<file path="src/rtl/rv_pkg.sv">
// Shared types for the ready/valid skid buffer: occupancy state encoding and depth.
// State bits are {skid_valid, main_valid}; 2'b10 cannot be reached.
package rv_pkg;

  localparam int SKID_DEPTH = 2;

  typedef enum logic [1:0] {
    EMPTY = 2'b00,
    BUSY  = 2'b01,
    FULL  = 2'b11
  } skid_state_t;

endpackage

</file>
<file path="src/rtl/en_register.sv">
// Purpose: WIDTH-bit register with load enable, async clear to zero.
// Latency: d appears on q one clk after an enabled edge.
// Backpressure: none; en=0 holds the current value.
module en_register #(
  parameter int WIDTH = 32
) (
  input  logic             clk,
  input  logic             rst_aL,
  input  logic             en,
  input  logic [WIDTH-1:0] d,
  output logic [WIDTH-1:0] q
);

  always_ff @(posedge clk or negedge rst_aL) begin
    if (!rst_aL) begin
      q <= '0;
    end else if (en) begin
      q <= d;
    end
  end

endmodule

</file>
<file path="src/rtl/skid_buf_ctrl.sv">
// Purpose: next-state and register write-enable decode for the skid buffer.
// Latency: purely combinational.
// Backpressure: consumes fire_in/fire_out already qualified by the top.
module skid_buf_ctrl
  import rv_pkg::*;
(
  input  skid_state_t state,
  input  logic        fire_in,
  input  logic        fire_out,
  output skid_state_t next_state,
  output logic        main_we,
  output logic        main_sel_skid,
  output logic        skid_we
);

  always_comb begin
    next_state    = state;
    main_we       = 1'b0;
    main_sel_skid = 1'b0;
    skid_we       = 1'b0;
    case (state)
      EMPTY: begin
        if (fire_in) begin
          next_state = BUSY;
          main_we    = 1'b1;
        end
      end
      BUSY: begin
        if (fire_in && fire_out) begin
          main_we = 1'b1;
        end else if (fire_in) begin
          next_state = FULL;
          skid_we    = 1'b1;
        end else if (fire_out) begin
          next_state = EMPTY;
        end
      end
      FULL: begin
        // ready_in is low here, so only a drain can happen
        if (fire_out) begin
          next_state    = BUSY;
          main_we       = 1'b1;
          main_sel_skid = 1'b1;
        end
      end
      default: next_state = EMPTY;
    endcase
  end

endmodule

</file>
<file path="src/rtl/rv_skid_buffer.sv">
// Purpose: two-entry registered ready/valid stage (main + skid); optional SKID_BUF_FLUSH_EN adds a sync flush.
// Latency: 1 clk from input accept to valid_out when not already holding data.
// Backpressure: ready_in = ~skid_valid, so one more beat is absorbed after ready_out drops.
module rv_skid_buffer
  import rv_pkg::*;
#(
  parameter int DATA_WIDTH = 32
) (
  input  logic                  clk,
  input  logic                  rst_aL,
`ifdef SKID_BUF_FLUSH_EN
  input  logic                  flush,
`endif
  input  logic                  valid_in,
  output logic                  ready_in,
  input  logic [DATA_WIDTH-1:0] data_in,
  output logic                  valid_out,
  input  logic                  ready_out,
  output logic [DATA_WIDTH-1:0] data_out
);

  skid_state_t           state;
  skid_state_t           state_d;
  skid_state_t           ctrl_next;
  logic                  main_valid;
  logic                  skid_valid;
  logic                  fire_in;
  logic                  fire_out;
  logic                  main_we;
  logic                  main_sel_skid;
  logic                  skid_we;
  logic [DATA_WIDTH-1:0] main_d;
  logic [DATA_WIDTH-1:0] skid_data;

  assign skid_valid = state[1];
  assign main_valid = state[0];

`ifdef SKID_BUF_FLUSH_EN
  // flush blocks both handshakes, so no write enable can fire this cycle
  assign ready_in  = ~skid_valid & ~flush;
  assign valid_out = main_valid & ~flush;
  assign state_d   = flush ? EMPTY : ctrl_next;
`else
  assign ready_in  = ~skid_valid;
  assign valid_out = main_valid;
  assign state_d   = ctrl_next;
`endif

  assign fire_in  = valid_in & ready_in;
  assign fire_out = valid_out & ready_out;

  skid_buf_ctrl u_ctrl (
    .state         (state),
    .fire_in       (fire_in),
    .fire_out      (fire_out),
    .next_state    (ctrl_next),
    .main_we       (main_we),
    .main_sel_skid (main_sel_skid),
    .skid_we       (skid_we)
  );

  always_ff @(posedge clk or negedge rst_aL) begin
    if (!rst_aL) begin
      state <= EMPTY;
    end else begin
      state <= state_d;
    end
  end

  assign main_d = main_sel_skid ? skid_data : data_in;

  en_register #(.WIDTH(DATA_WIDTH)) u_main_reg (
    .clk    (clk),
    .rst_aL (rst_aL),
    .en     (main_we),
    .d      (main_d),
    .q      (data_out)
  );

  en_register #(.WIDTH(DATA_WIDTH)) u_skid_reg (
    .clk    (clk),
    .rst_aL (rst_aL),
    .en     (skid_we),
    .d      (data_in),
    .q      (skid_data)
  );

endmodule

</file>
<file path="config.mk">
export PLATFORM = sky130hd
export DESIGN_NAME = rv_skid_buffer
export DESIGN_NICKNAME = d
export VERILOG_FILES = /design/src/rtl/rv_pkg.sv /design/src/rtl/en_register.sv /design/src/rtl/skid_buf_ctrl.sv /design/src/rtl/rv_skid_buffer.sv
export SDC_FILE = /design/constraint.sdc
export NUM_CORES = 1
export LEC_CHECK = 0
export CAP_MARGIN = 15
export CORE_ASPECT_RATIO = 0.8
export CORE_MARGIN = 3
export CORE_UTILIZATION = 55
export DETAILED_ROUTE_END_ITERATION = 16
export DONT_BUFFER_PORTS = 1
export GPL_TIMING_DRIVEN = 0
export PLACE_DENSITY = 0.7
export SLEW_MARGIN = 20
export SYNTH_ARGS = -nofsm -noshare
export SYNTH_HDL_FRONTEND = slang
export SYNTH_SLANG_ARGS = --single-unit
export TNS_END_PERCENT = 10
</file>
<file path="constraint.sdc">
create_clock -name clk -period 2.4 [get_ports clk]
set_input_delay 0.24 -clock clk [delete_from_list [all_inputs] [get_ports clk]]
set_output_delay 0.24 -clock clk [all_outputs]
set_load 0.02 [all_outputs]
</file>
==> impl_summary.txt, run 1 <==
----------------------------------------------------
[Layout]
  Area Growth Syn to Fin ... 10.2%
  Final net count ... 293
  Fill cells ... 407
  Fraction of layout cells with a size suffix above 1 ... 34.8%
  Final Core Density ... 63.5%
  Total non-filler cell area in the finished layout ... 3240 sq um
  Final Instance Count excl. Fillers ... 318
  Antenna fix cells ... 0

[Floorplan]
  Core Area ... 5090 sq um
  I/O pins ... 70
  Placement Rows ... 23
  Full die area ... 6250 sq um
  DIE HEIGHT ... 71.3 microns
  Die boundary width ... 87.7 microns
  Starting density of the core ... 57.6%

[Power and ir drop]
  Leak ... 1.34 nW
  Total power density per cell area ... 1460 nW/um^2
  Worst IR Drop VDD ... 0.000688 V

[Synthesis]
  Warnings, synthesis ... 0
  Fraction of post-synthesis cell area in the top cell type by area ... 56.3%
  Post-Synthesis Net Count ... 280
  Area of the mapped netlist ... 2940 sq um
  Flip-flop and latch count after synthesis ... 66
  Sequential share of the synthesized area ... 56.3%
  Largest cells by area after synthesis ... dfrtp_1 (56%), o22ai_2 (13%), mux2_2 (12%)
  Post-Syn Area per Cell ... 12.3 sq um
  Synthesized instance count ... 239
  Count of different cell masters after synthesis ... 25
  Most area-hungry cell type in the Yosys netlist ... dfrtp_1

[Global route]
  Wire length of the first global-routing pass ... 8990 microns
  Aggregate global routing overflow ... 0
  Largest net degree at the start of global routing ... 67
  Number of antenna violations at the first check in global routing ... 0
  Via count of the first global-routing pass ... 1907
  Combined global-route utilization of all metal layers ... 19.3%

[Placed design]
  Number of buffers added on ports ... 0
  GP Congestion ... 0.760
  Cell area reported after detailed placement ... 3010 sq um
  Count of placed standard cells including taps ... 301
  HPWL after detailed placement ... 3650 microns

[Worst setup path]
  Critical Path AT ... 2.60 ns
  Critical Path RT ... 2.67 ns
  Category of the worst setup path launch point ... flop
  Largest fanout of any net on the critical path ... 10
  Crit Path Class ... reg -> reg
  Type of element capturing the critical path ... flop

[Route]
  Drt first pass iters ... 4
  DRT Wirelength ... 5470 microns
  Drt via density ... 5.58
  ANT nets after route ... 0
  DRC errors left ... 0
  Total number of vias ... 1774
  Routed wirelength normalized by instance count ... 17.2 microns
  Number of violations reported at the end of detailed-routing iteration 0 ... 71

[Clock tree]
  Depth of the CTS H-tree ... 3
  Number of clock sinks ... 66
  Worst-Skew Late Latency ... 0.34 ns
  Clock tree from TritonCTS ... built
  Clock root buffer master ... clkbuf_8
  TritonCTS buffer count ... 9
  Clock Pin Slew Worst Setup and Hold Paths ... 0.07 ns
  Clock Path Buffers ... 2
  Post-CTS setup-driven buffer insertion count ... 0

[Status]
  Outcome ... finished clean

[Flow run]
  Number of maximum-capacitance constraint violations ... 0

[STA]
  Summed negative setup slack over all endpoints ... 0 ns
  Final Hold Vio Count ... 0
  Final number of max-transition violations ... 0
  Unrepaired setup endpoints after global routing ... yes
  Final setup violation count ... 0
  Min Clock Period, post-route ... 2.33 ns
  Share of the clock period used by the worst path ... 97.2%
  Tightest Pin Transition ... 0.745 ns
  Worst relative slew slack ... 50.3%
  Max Clk Rate ... 0.429 GHz
  Clock tree skew after final layout ... 0.00697 ns

[Worst hold path]
  Path class of the lowest-slack min-delay path ... in -> reg

----------------------------------------------------
## state kept, by name, summed over array words and instances (netlist names)
signal	count
state	2
u_main_reg.q	32
u_skid_reg.q	32
## cell type report
type                       count  area [sq um]  area share, %
clock buffer                  10           128           3.94
timing repair buffer           2          37.5           1.16
multi-input combinational    155          1190           36.7
buffer                        15          87.6           2.71
inverter                       3          11.3          0.348
sequential                    66          1650           51.0
tap                           62          77.6           2.40
clock inverter                 5          56.3           1.74
## timing repair
item,CTS,global route
resized for setup,0,3
hold endpoints to repair,66,0
hold buffers,2,0
endpoints found under the setup margin,0,30
## where the power goes
part | switching, mW | leakage [nW] | internal, mW | total (mW)
Combinational | 0.701 | 0.495 | 0.721 | 1.42
Sequential | 0.723 | 0.757 | 1.68 | 2.41
Clock | 0.409 | 0.0921 | 0.472 | 0.881
## cell families after synthesis
| family | synth area share, % |
|---|---|
| and+or+nand+nor | 10.3 |
| buffers and inverters | 3.32 |
| DFF | 56.3 |
| muxes | 12.3 |
| adders and majority gates | 2.13 |
| AOI/OAI and AO/OA | 15.7 |
## final timing paths
check                                start               end  slack, ns  depth (start not counted)
setup / recovery                  state[0]  u_main_reg.q[14]       0.07                          8
hold / removal                 data_in[17]  u_main_reg.q[17]       0.04                          2
setup reg to reg                  state[0]  u_main_reg.q[14]       0.07                          8
hold reg to reg            u_skid_reg.q[0]   u_skid_reg.q[0]       0.51                          1
max in group asynchronous           rst_aL  u_main_reg.q[26]       1.70                          2
min in group asynchronous           rst_aL   u_skid_reg.q[7]       0.45                          2
## placed cells by master (no fill, tap or decap), types with 2 or more instances in the layout
cell type,count
nand2_1,2
buf_6,3
clkinv_2,2
dfrtp_1,66
inv_1,3
o22ai_2,30
mux2_2,32
o22ai_1,2
buf_1,4
clkbuf_1,2
a21oi_1,3
clkbuf_8,9
ha_1,5
buf_2,6
nor2_1,69
## per-layer routing
layer  vias up  wire length [microns]  GRT usage [%]
met4         0                     42           5.62
met3         5                    541           11.3
met2        52                   2560           29.4
met5         -                      0              0
li1        859                      -              -
met1       858                   2320           23.1
## cell usage after synthesis
library cell and count:
a21oi_1 3, a21oi_2 1, a22o_1 1, a31oi_1 1, and3_1 1, buf_1 3
buf_2 6, buf_6 3, clkbuf_1 3, dfrtp_1 66, ha_1 5, inv_1 3
mux2_2 32, nand2_1 2, nand2b_1 1, nand4b_1 1, nor2_1 69, nor2b_1 1
o21ai_0 1, o221ai_1 1, o22ai_1 2, o22ai_2 30, o2bb2ai_1 1, o31ai_2 1
or4_1 1
## per-stage QoR
stage / total power, mW / worst slack (ns) / hold WS [ns]
5_1_grt: 5.07 / -0.154 / 0.0174
3_3_place_gp: 3.77 / 0.104 / -0.0542
2_1_floorplan: 3.53 / 0.357 / -0.0556
6_report: 4.71 / 0.0684 / 0.0436
3_5_place_dp: 3.84 / 0.0434 / -0.0542
4_1_cts: 4.77 / 0.0246 / 0.0316
## critical path: stages (launching register included)
cell      delay (ns)
dfrtp_1         0.50
buf_2           0.23
inv_1           0.10
ha_1            0.24
nand4b_1        0.32
o31ai_2         0.21
buf_1           0.44
nor2_1          0.08
nor2_1          0.13
Note: power is estimated with default switching activity, not from simulation.
==> run 2, diff against run 1 <==
--- a/config.mk
+++ b/config.mk
@@ -5,6 +5,7 @@
 export SDC_FILE = /design/constraint.sdc
 export NUM_CORES = 1
 export LEC_CHECK = 0
+export ABC_CLOCK_PERIOD_IN_PS = 2400
 export CAP_MARGIN = 15
 export CORE_ASPECT_RATIO = 0.8
 export CORE_MARGIN = 3
==> results of run 2 <==
Final layout, timing and power as in run 1 (identical DEF).
==> run 3, diff against run 2 <==
--- a/config.mk
+++ b/config.mk
@@ -13,6 +13,7 @@
 export DETAILED_ROUTE_END_ITERATION = 16
 export DONT_BUFFER_PORTS = 1
 export GPL_TIMING_DRIVEN = 0
+export HOLD_SLACK_MARGIN = 0.06
 export PLACE_DENSITY = 0.7
 export SLEW_MARGIN = 20
 export SYNTH_ARGS = -nofsm -noshare
==> impl_summary.txt, run 3 (synthesis results as in run 1) <==
----------------------------------------------------
[Worst setup path]
  Highest cell delay on the worst timing path ... 0.48 ns (-0.02 ns)
  Category of the worst setup path launch point ... flop
  Worst-path cell with the longest stage delay ... dfrtp_1
  Cell-by-cell trace of the critical path ... buf_2, inv_1, ha_1, a31oi_1, or4_1, buf_2, buf_6, o22ai_2, nor2_1
  Crit Path Class ... reg -> reg
  Largest fanout of any net on the critical path ... 10 (unchanged)
  Type of element capturing the critical path ... flop
  Top cell by count, worst path ... buf_2
  Internal reg-to-reg setup slack ... 0.16 ns (+0.09 ns)
  Critical Path RT ... 2.63 ns (-0.04 ns)
  Critical Path AT ... 2.47 ns (-0.13 ns)

[STA]
  Worst relative slew slack ... 74.0% (+24 points)
  Final Hold Vio Count ... 0 (unchanged)
  Tightest Pin Transition ... 0.387 ns (-0.358 ns)
  Setup WS post-layout ... 0.159 ns (+0.0904 ns)
  Final setup violation count ... 0 (unchanged)
  Max Clk Rate ... 0.446 GHz (+4.0%)
  Final number of max-transition violations ... 0 (unchanged)
  Clock tree skew after final layout ... 0.00681 ns (-0.000163 ns)
  Min Clock Period, post-route ... 2.24 ns (-0.0904 ns)
  Unrepaired setup endpoints after global routing ... no
  Worst hold margin ... 0.274 ns (+0.230 ns)
  Summed negative setup slack over all endpoints ... 0 ns (unchanged)
  Share of the clock period used by the worst path ... 93.4% (-3.8 points)

[Global route]
  Wire length of the first global-routing pass ... 9850 microns (+9.6%)
  Largest net degree at the start of global routing ... 67 (unchanged)
  Number of antenna violations at the first check in global routing ... 0 (unchanged)
  Aggregate global routing overflow ... 0 (unchanged)
  Combined global-route utilization of all metal layers ... 20.8% (+1.5 points)
  Via count of the first global-routing pass ... 2119 (+11%)

[Layout]
  Seq. cell area ... 1650 sq um (unchanged)
  Commonest non-fill, non-tap cells in the layout ... nor2_1 (69), dfrtp_1 (66), dlygate4sd3_1 (33)
  Fraction of layout cells with a size suffix above 1 ... 32.6% (-2.1 points)
  Total non-filler cell area in the finished layout ... 3560 sq um (+10%)
  Area occupied by multi-input gates ... 1190 sq um (unchanged)
  Antenna fix cells ... 0 (unchanged)
  Fill cells ... 378 (-7.1%)
  Final net count ... 325 (+11%)
  Most common library cell in the layout ignoring fill and taps ... nor2_1
  Largest registers in the final layout ... u_main_reg.q (32), u_skid_reg.q (32), state (2)
  Area Growth Syn to Fin ... 21.4%

[Clock tree]
  Clock tree from TritonCTS ... built
  Number of clock sinks ... 66 (unchanged)
  Clock root buffer master ... clkbuf_8
  Worst-Skew Late Latency ... 0.34 ns (about the same)
  Depth of the CTS H-tree ... 3 (unchanged)
  Clock Pin Slew Worst Setup and Hold Paths ... 0.07 ns (about the same)
  Clock Path Buffers ... 2 (unchanged)
  TritonCTS buffer count ... 9 (unchanged)

[Placed design]
  GP Congestion ... 0.760 (unchanged)
  Worst-case setup slack after placement ... 0.0434 ns (unchanged)
  Number of buffers added on ports ... 0 (unchanged)
  HPWL after detailed placement ... 3650 microns (unchanged)
  Cell area reported after detailed placement ... 3010 sq um (unchanged)

[Route]
  Routed wirelength normalized by instance count ... 16.8 microns (-2.5%)
  Number of violations reported at the end of detailed-routing iteration 0 ... 60 (-15%)
  Drt first pass iters ... 4 (unchanged)
  DRT Wirelength ... 5860 microns (+7.3%)
  Total number of vias ... 1950 (+9.9%)
  ANT nets after route ... 0 (unchanged)
  DRC errors left ... 0 (unchanged)
  Drt via density ... 5.57 (-0.13%)

[Status]
  Outcome ... finished clean

[Floorplan]
  I/O pins ... 70 (unchanged)
  Full die area ... 6250 sq um (unchanged)
  Starting density of the core ... 57.6% (unchanged)
  Die boundary width ... 87.7 microns (unchanged)
  Core Area ... 5090 sq um (unchanged)
  DIE HEIGHT ... 71.3 microns (unchanged)
  Placement Rows ... 23 (unchanged)

[Worst hold path]
  Path class of the lowest-slack min-delay path ... in -> reg

[Power and ir drop]
  Worst IR Drop VDD ... 0.000695 V (+1.0%)
  Leak ... 1.49 nW (+11%)
  Total power density per cell area ... 1350 nW/um^2 (-7.5%)

[Flow run]
  Number of maximum-capacitance constraint violations ... 0 (unchanged)

----------------------------------------------------
==> run 3: cell count changes in the layout (fill, tap and decap cells not counted) <==
| cell | before | now |
|---|---|---|
| buf_1 | 4 | 0 |
| buf_2 | 6 | 7 |
| clkbuf_1 | 2 | 1 |
| clkbuf_2 | 1 | 5 |
| dlygate4sd3_1 | 1 | 33 |
==> run 3: critical path: cells and delay by family (launching register included) <==
family,cells,cell delay (ns)
buf+inv,4,0.67
flops,1,0.48
fa+ha+maj,1,0.23
compound gates,2,0.21
simple gates,2,0.54
==> run 3: area by class of cell <==
class / instances / share of cell area, %
flip-flops and latches: 66 / 46.4
multi-input cells: 155 / 33.3
repair buffers: 34 / 10.0
clock buffers: 10 / 3.58
plain buffers: 15 / 2.63
well taps: 62 / 2.18
clock inverters: 5 / 1.58
inverters: 3 / 0.316
==> run 3: final timing paths <==
| check | start | endpoint | depth (start not counted) |
|---|---|---|---|
| setup / recovery | state[0] | u_main_reg.q[16] | 9 |
| hold / removal | valid_in | u_main_reg.q[1] | 4 |
| setup reg to reg | state[0] | u_main_reg.q[16] | 9 |
| min in group asynchronous | rst_aL | u_main_reg.q[7] | 2 |
| max in group asynchronous | rst_aL | u_main_reg.q[26] | 2 |
| hold reg to reg | u_skid_reg.q[0] | u_skid_reg.q[0] | 1 |
==> run 3: power breakdown <==
group | internal (mW) | total (mW) | switching, mW
logic | 0.761 | 1.50 | 0.734
registers | 1.68 | 2.42 | 0.731
clock network | 0.472 | 0.884 | 0.412
==> run 3: metrics by stage <==
step                      total power, mW  util (%)  instances
after detailed placement             3.84      59.2        301
after global placement               3.77      59.2        301
after CTS                            4.83      69.8        350
after floorplan                      3.53         -        239
final                                4.80      69.9        350
after global routing                 5.15      69.9        350
==> run 3: what timing repair did <==
| item | CTS | global route |
|---|---|---|
| gates resized for setup | 0 | 10 |
| endpoints found under the setup margin | 0 | 30 |
| buffers inserted | 0 | 0 |
| endpoints found under the hold margin | 130 | 0 |
| hold buffers | 34 | 0 |
==> run 3: layer usage <==
metal	share of wire, %	vias up	global-route usage, %
li1	-	922	-
met1	42	965	25.1
met2	49	56	33.5
met3	7.1	7	9.89
met4	1.1	0	5.62
met5	0	-	0
==> patch (flow settings as in run 2) <==
Change the parameter `DATA_WIDTH` from 32 to 40.
--- a/src/rtl/rv_skid_buffer.sv
+++ b/src/rtl/rv_skid_buffer.sv
@@ -4,7 +4,7 @@
 module rv_skid_buffer
   import rv_pkg::*;
 #(
-  parameter int DATA_WIDTH = 32
+  parameter int DATA_WIDTH = 40
 ) (
   input  logic                  clk,
   input  logic                  rst_aL,
Ports: changed (resized data_in and data_out); port bits go from 70 to 86. The function was not compared with the original's and may differ.
==> patch against run 2 <==
Combinational power rose by 20%. Setup slack better by 0.13 ns. Count of clock-buffer cells in the layout is 1 higher. Area after synthesis grew 25%. Utilization increased by 1.8 points. Synthesized cell count up 21%. Wire length grew 33%. Power increased by 23%. Sequential cell count rose by 16. Design area increased by 24%. Critical path type unchanged. Critical endpoint is now u_main_reg.q[11]. Highest routed layer unchanged.
==> patch: results (changes against run 2) <==
gr-usage-all-layers_pct: 19.7  # was 19.3%
inverters_excl_clock: 43  # was 3
detail_route.wl_per_cell_um: 18.7  # was 17.2 um
finish.net_count: 352  # was 293
detailroute.wirelength.met3_um: 647  # was 541 um
cp_max_fo: 10  # unchanged
area_post_placement_mm2: 0.00376  # was 0.00301 mm2
grt_use_met1_pct: 24.8  # was 23.1%
met2_usage_pct: 31.6  # was 29.4%
nNonClkBuffers: 20  # was 17
drt-vias-per-instance: 5.67  # was 5.58
hold-path-cell-count: 1  # was 2
first_global_vias: 2446  # was 1907
finalCoreUtilization_pct: 65.4  # was 63.5%
top_regs: "u_main_reg.q (40), u_skid_reg.q (40), state (2)"  # was u_main_reg.q (32), u_skid_reg.q (32), state (2)
ys_top_cells_by_area: "dfrtp_1 56%, o22ai_2 14%, mux2_2 12%"  # was dfrtp_1 56%, o22ai_2 13%, mux2_2 12%
final.fill_count: 493  # was 407
met2WireLength_um: 3400  # was 2560 um
drt_iter0_drc: 113  # was 71
crit_slowest_cell: "or4b_1"  # was dfrtp_1
antenna_violations_before_repair: 0  # unchanged
multi_input_area_share_pct: 33.4  # was 36.7%
nonClkBufAreaFrac_pct: 3.70  # was 3.87%
wl_met1_um: 3130  # was 2320 um
status: "complete, no violations"  # unchanged
report.final.slew_viol_count: 0  # unchanged
power.leakage_uw: 0.00182  # was 0.00134 uW
synthTopCellsByCount: "82 x dfrtp_1, 44 x a21oi_1, 43 x inv_1"  # was 69 x nor2_1, 66 x dfrtp_1, 32 x mux2_2
io_buffer_count: 0  # unchanged
grt_max_degree: 83  # was 67
timing.clock.skew_ns: 0.00611  # was 0.00697 ns
dp_cells: 371  # was 301
comb.multi_input.count: 147  # was 155
clock_buffers: 11  # was 10
vdd.ir_drop.worst_v: 0.000746  # was 0.000688 V
seq-cell-share_pct: 51.0  # about the same
yosys_register_bits: 82  # was 66
yosysUniqueCellTypes: 22  # was 25
grt_util_met3_pct: 7.29  # was 11.3%
synth.area.mux_share_pct: 12.3  # about the same
maxCapViolations: 0  # unchanged
post_synth_xor_xnor_area_pct: 0  # unchanged
synth-adder-area-share_pct: 1.71  # was 2.13%
layout-drive-gt1-share_pct: 37.3  # was 34.8%
synth_fp_nets: 339  # was 280
hpwlAfterDp_um: 4800  # was 3650 um
first_pass_grt_wire_length_um: 12000  # was 8990 um
place_ws_ns: 0.0374  # was 0.0434 ns
cp_slowest_stage_delay_ns: 0.51
layoutNonFillerInstCount: 389  # was 318
synth_seq_area_share_pct: 56.0  # was 56.3%
worst_slew_pin_slew_ns: 0.481  # was 0.745 ns
synth-compound-area-share_pct: 20.9  # was 15.7%
netlist_instances: 290  # was 239
worst_path_dominant_cell_family: "simple AND/OR/NAND/NOR gates"  # was buffers and inverters
gp_congestion: 0.806  # was 0.760
final-clk-cell-share_pct: 5.44  # was 5.68%
post-cts-setup-buffers: 0  # unchanged
critical_path_arrival_ns: 2.42  # was 2.60 ns
die-area_mm2: 0.00768  # was 0.00625 mm2
patch: cell count changes after synthesis, moves of 3 or more:
| cell | delta |
|---|---|
| dfrtp_1 | +16 |
| nor2_1 | -64 |
| buf_2 | +3 |
| o22ai_2 | +10 |
| mux2_2 | +8 |
| a21oi_1 | +41 |
| buf_1 | -3 |
| inv_1 | +40 |
patch: worst paths after layout:
kind                                   from          endpoint  slack (ns)
max                                state[1]  u_main_reg.q[11]        0.19
min                             data_in[15]  u_skid_reg.q[15]        0.05
max reg2reg                        state[1]  u_main_reg.q[11]        0.19
min reg2reg                u_skid_reg.q[23]  u_skid_reg.q[23]        0.53
max in group asynchronous            rst_aL          state[0]        1.60
min in group asynchronous            rst_aL  u_main_reg.q[17]        0.47
patch: repair_timing:
item / CTS / global route
endpoints found under the setup margin: 0 / 79
hold endpoints to repair: 82 / 0
gates resized for setup: 0 / 7
hold buffers: 2 / 0
patch: report_power, final:
part / internal (uW) / switching, uW
combinational: 864 / 837
sequential: 2090 / 935
clock: 612 / 476
total: 3570 / 2250
